$ cat src/rtl/icu_irq_sequencer.sv
// CPU-side ICU interrupt handshake sequencer: ack, vector latch, trap request, EOI on return.
// Optional SPURIOUS_CNT_EN adds a saturating counter of spurious (dropped-request) acknowledges.
module icu_irq_sequencer #(
  parameter logic [31:0] VEC_BASE  = 32'h0000_0100,
  parameter int unsigned VEC_SHIFT = 2,
  parameter logic [1:0]  EOI_ADDR  = 2'b11
) (
  input  logic        i_clk,
  input  logic        i_rst_n,
  input  logic        i_intr,
  input  logic [7:0]  i_vector,
  output logic        o_inta,
  output logic        o_icu_cs,
  output logic        o_icu_we,
  output logic [1:0]  o_icu_addr,
  output logic [7:0]  o_icu_data,
  input  logic        i_ie,
  input  logic        i_insn_boundary,
  output logic        o_int_req,
  output logic [31:0] o_handler_pc,
  input  logic        i_int_ack,
  input  logic        i_iret,
`ifdef SPURIOUS_CNT_EN
  output logic [7:0]  o_spurious_cnt,
`endif
  output logic        o_busy
);

  typedef enum logic [2:0] {
    S_IDLE,
    S_ACK,
    S_LATCH,
    S_REQ,
    S_SERVICE,
    S_EOI
  } state_t;

  state_t      r_state;
  logic        r_inta;
  logic        r_icu_cs;
  logic        r_icu_we;
  logic [1:0]  r_icu_addr;
  logic [7:0]  r_icu_data;
  logic        r_int_req;
  logic [31:0] r_handler_pc;
  logic        r_busy;
  logic [2:0]  r_vec_sel;
  logic [31:0] w_handler_pc;
`ifdef SPURIOUS_CNT_EN
  logic [7:0]  r_spurious_cnt;
`endif

  // Only the low three vector bits are needed after LATCH: they select the EOI bit.
  assign w_handler_pc = VEC_BASE + ({24'b0, i_vector} << VEC_SHIFT);

  always_ff @(posedge i_clk or negedge i_rst_n) begin
    if (!i_rst_n) begin
      r_state        <= S_IDLE;
      r_inta         <= 1'b0;
      r_icu_cs       <= 1'b0;
      r_icu_we       <= 1'b0;
      r_icu_addr     <= 2'b00;
      r_icu_data     <= 8'h00;
      r_int_req      <= 1'b0;
      r_handler_pc   <= 32'h0;
      r_busy         <= 1'b0;
      r_vec_sel      <= 3'd0;
`ifdef SPURIOUS_CNT_EN
      r_spurious_cnt <= 8'h00;
`endif
    end else begin
      r_inta     <= 1'b0;
      r_icu_cs   <= 1'b0;
      r_icu_we   <= 1'b0;
      r_icu_addr <= 2'b00;
      r_icu_data <= 8'h00;
      case (r_state)
        S_IDLE: begin
          if (i_intr && i_ie && i_insn_boundary) begin
            r_state <= S_ACK;
            r_inta  <= 1'b1;
            r_busy  <= 1'b1;
          end
        end
        S_ACK: begin
          r_state <= S_LATCH;
        end
        S_LATCH: begin
          if (!i_intr) begin
            r_state <= S_IDLE;
            r_busy  <= 1'b0;
`ifdef SPURIOUS_CNT_EN
            if (r_spurious_cnt != 8'hFF) r_spurious_cnt <= r_spurious_cnt + 8'h01;
`endif
          end else begin
            r_state      <= S_REQ;
            r_vec_sel    <= i_vector[2:0];
            r_handler_pc <= w_handler_pc;
            r_int_req    <= 1'b1;
          end
        end
        S_REQ: begin
          if (i_int_ack) begin
            r_state   <= S_SERVICE;
            r_int_req <= 1'b0;
          end
        end
        S_SERVICE: begin
          if (i_iret) begin
            r_state    <= S_EOI;
            r_icu_cs   <= 1'b1;
            r_icu_we   <= 1'b1;
            r_icu_addr <= EOI_ADDR;
            r_icu_data <= 8'h01 << r_vec_sel;
          end
        end
        S_EOI: begin
          r_state <= S_IDLE;
          r_busy  <= 1'b0;
        end
        default: begin
          r_state <= S_IDLE;
          r_busy  <= 1'b0;
        end
      endcase
    end
  end

  assign o_inta       = r_inta;
  assign o_icu_cs     = r_icu_cs;
  assign o_icu_we     = r_icu_we;
  assign o_icu_addr   = r_icu_addr;
  assign o_icu_data   = r_icu_data;
  assign o_int_req    = r_int_req;
  assign o_handler_pc = r_handler_pc;
  assign o_busy       = r_busy;
`ifdef SPURIOUS_CNT_EN
  assign o_spurious_cnt = r_spurious_cnt;
`endif

endmodule
$ cat config.mk
export PLATFORM = sky130hd
export DESIGN_NAME = icu_irq_sequencer
export DESIGN_NICKNAME = d
export VERILOG_FILES = /design/src/rtl/icu_irq_sequencer.sv
export SDC_FILE = /design/constraint.sdc
export NUM_CORES = 1
export LEC_CHECK = 0
export BUFFER_PORTS_ARGS = -buffer_cell sky130_fd_sc_hd__buf_4
export CORE_ASPECT_RATIO = 2
export CORE_MARGIN = 1.5
export CORE_UTILIZATION = 35
export CTS_CLUSTER_DIAMETER = 50
export DETAILED_ROUTE_END_ITERATION = 8
export GPL_TIMING_DRIVEN = 1
export MAX_ROUTING_LAYER = met4
export PLACE_DENSITY = 0.73
export SYNTH_ARGS = -nofsm -noshare
export SYNTH_HDL_FRONTEND = slang
export SYNTH_SLANG_ARGS = --single-unit
$ cat constraint.sdc
create_clock -name i_clk -period 1.46 [get_ports i_clk]
set_input_delay 0.073 -clock i_clk [delete_from_list [all_inputs] [get_ports i_clk]]
set_output_delay 0.073 -clock i_clk [all_outputs]
set_load 0.005 [all_outputs]
==> flow_summary.json <==
{
  "antenna_cells": 0,
  "rows": 29,
  "postRouteAntennaNets": 0,
  "route.vias.total": 805,
  "clkSinkCount": 24,
  "grt_pass1_wl_mm": 3.387,
  "maxCapViolations": 0,
  "fin_setup_tns_ns": 0,
  "hold_violation_count_in_the_final_report": 0,
  "finalCriticalPeriod_ns": 1.376,
  "routed_wirelength_mm": 2.194,
  "synth.avg_cell_area_um2": 12.06,
  "seq_area_frac_synth_pct": 51.89,
  "initial_core_util_pct": 36.66,
  "detailedPlacementHpwl_mm": 1.768,
  "yosys.area_share.xor_xnor_pct": 0,
  "drt-initial-drc-count": 19,
  "mostFrequentLayoutCell": "buf_4",
  "synth-edff-count": 0,
  "synth_cell_types": 26,
  "length_of_the_first_detailed_routing_pass_in_iterations": 4,
  "wl_per_instance_um": 12.98,
  "crit_type": "register to register",
  "setup_repair_after_global_routing_missed_its_margin": "false",
  "worst-endpoint-required_ns": 1.61,
  "dieArea_mm2": 0.003681,
  "clock_tree_from_tritoncts": "yes",
  "drcViolationCount": 0,
  "routabilityCongestion": 0.8960,
  "min-delay-path-class": "primary input to register",
  "maximum_clock_path_buffer_count": 2,
  "pin_count": 62,
  "cts_inserted_buffers": 3,
  "cellPowerDensity_mw_per_mm2": 1627,
  "layout-drive-gt1-share_pct": 40.58,
  "grt_start_max_net_pins": 25,
  "final_util_pct": 46.61,
  "finalPower_mw": 2.394,
  "die_height_um": 84.32,
  "cell_at_the_root_of_the_clock_tree": "clkbuf_8",
  "dominantRegCellSynth": "dfrtp_1",
  "overflow": 0,
  "yosys.area_share.simple_pct": 10.70,
  "chipWidth_um": 43.66,
  "syn-instance-count": 96,
  "synth_compound_area_share_pct": 6.270,
  "report.final.slew_viol_count": 0,
  "postCtsHoldBufs": 2,
  "antenna_violations_before_repair": 0,
  "fmax_mhz": 726.7,
  "number_of_input_and_output_port_buffers_inserted": 38,
  "cts_setup_buffers": 0,
  "final_cell_mix": "buf_4 (41), dfrtp_1 (24), conb_1 (23)",
  "syn-cell-area_mm2": 0.001157,
  "yosys_register_bits": 24,
  "synth_top_family_by_area": "buffers and inverters",
  "final_net_count": 155,
  "irDropWorstVdd_v": 0.0007220,
  "synthMuxAreaShare_pct": 11.24,
  "setup_viol": 0,
  "detail_route.vias_per_cell": 4.763,
  "first_global_vias": 766,
  "worstSetupEndpointType": "register",
  "synth-warning-count": 0,
  "ys_async_sr_fraction_pct": 100.0,
  "run_status": "finished clean",
  "flow.area_growth_from_synthesis_pct": 27.14,
  "finClkSkew_ns": 0.003217,
  "yosys.area_share.adder_pct": 1.081,
  "clk_transition_reported_paths_ns": 0.08,
  "post_cts_resize_count": 0,
  "cts.htree.levels": 1,
  "grt.total_usage_pct": 12.52,
  "critical_path.max_fanout": 9,
  "worst_skew_pair.late_latency_ns": 0.26,
  "p_leak_nw": 0.7726,
  "setup.worst_path.start_class": "register",
  "core_region_area_mm2": 0.003157,
  "layout_worst_path_cycle_share_pct": 94.26,
  "cp_data_arrival_time_ns": 1.52
}
-- worst max-delay path, stage by stage, from the launching register on --
cell and delay [ns]:
dfrtp_1 0.41, nor2b_4 0.17, and3b_1 0.23, buf_12 0.15
mux2_4 0.30
-- synthesized netlist by cell type (all sizes together), types with 2 or more instances --
cell type  number  area (um2)
a21oi           3       15.01
dfrtp          24       600.6
nand2           3       11.26
o2bb2ai         2       17.52
nor3            2       10.01
nand2b          3       18.77
nor2            8       30.03
buf            27       206.5
mux2            8       120.1
-- layer usage --
metal | GRT usage (%) | vias to the layer above | share of wire (%)
li1 | - | 359 | -
met1 | 12.28 | 394 | 33
met2 | 22.19 | 48 | 58
met3 | 1.505 | 4 | 6.9
met4 | 7.163 | 0 | 2.1
met5 | - | - | 0
-- final timing paths --
check	slack (ns)	depth (start not counted)	end	start
min in group asynchronous	0.26	2	o_icu_addr[0]	i_rst_n
hold reg to reg	0.48	1	o_busy	o_busy
setup reg to reg	0.08	4	o_handler_pc[7]	r_state[2]
setup / recovery	0.08	4	o_handler_pc[7]	r_state[2]
hold / removal	0.04	2	o_handler_pc[4]	i_vector[2]
max in group asynchronous	0.97	2	r_state[2]	i_rst_n
-- cell families after synthesis --
family,Yosys count
simple gates,22
compound gates,10
mux,9
buf+inv,29
fa+ha+maj,1
other cells,1
flops,24
-- final cells by class --
type	count	area (um2)
clock buffers	4	55.05
fillers	295	1685
inverters	1	3.754
multi-input cells	65	425.4
flip-flops and latches	24	600.6
well taps	31	38.79
repair buffers	44	347.8
-- registers in the layout, indices dropped and copies added (netlist names) --
signal        flops
o_inta            1
o_busy            1
o_handler_pc      7
o_icu_addr        1
r_state           3
r_vec_sel         2
o_int_req         1
o_icu_data        8
-- stage by stage --
| stage | hold WS (ns) | area [um2] | cells | setup slack [ns] |
|---|---|---|---|---|
| 2_1_floorplan | -0.2226 | 1240 | 118 | 0.1138 |
| 3_3_place_gp | -0.02292 | 1396 | 163 | 0.1492 |
| 3_5_place_dp | -0.01348 | 1396 | 163 | 0.09379 |
| 4_1_cts | 0.03771 | 1471 | 169 | 0.08317 |
| 5_1_grt | 0.03301 | 1471 | 169 | 0.04881 |
| 6_report | 0.04235 | 1471 | 169 | 0.08387 |
-- report_power, final --
part           leakage (nW)  switching (mW)  internal, mW
Sequential            0.308           0.155         0.850
Combinational         0.436           0.365         0.591
Clock                0.0288           0.192         0.240
Total                 0.773           0.712          1.68
Note: power is estimated with default switching activity, not from simulation.
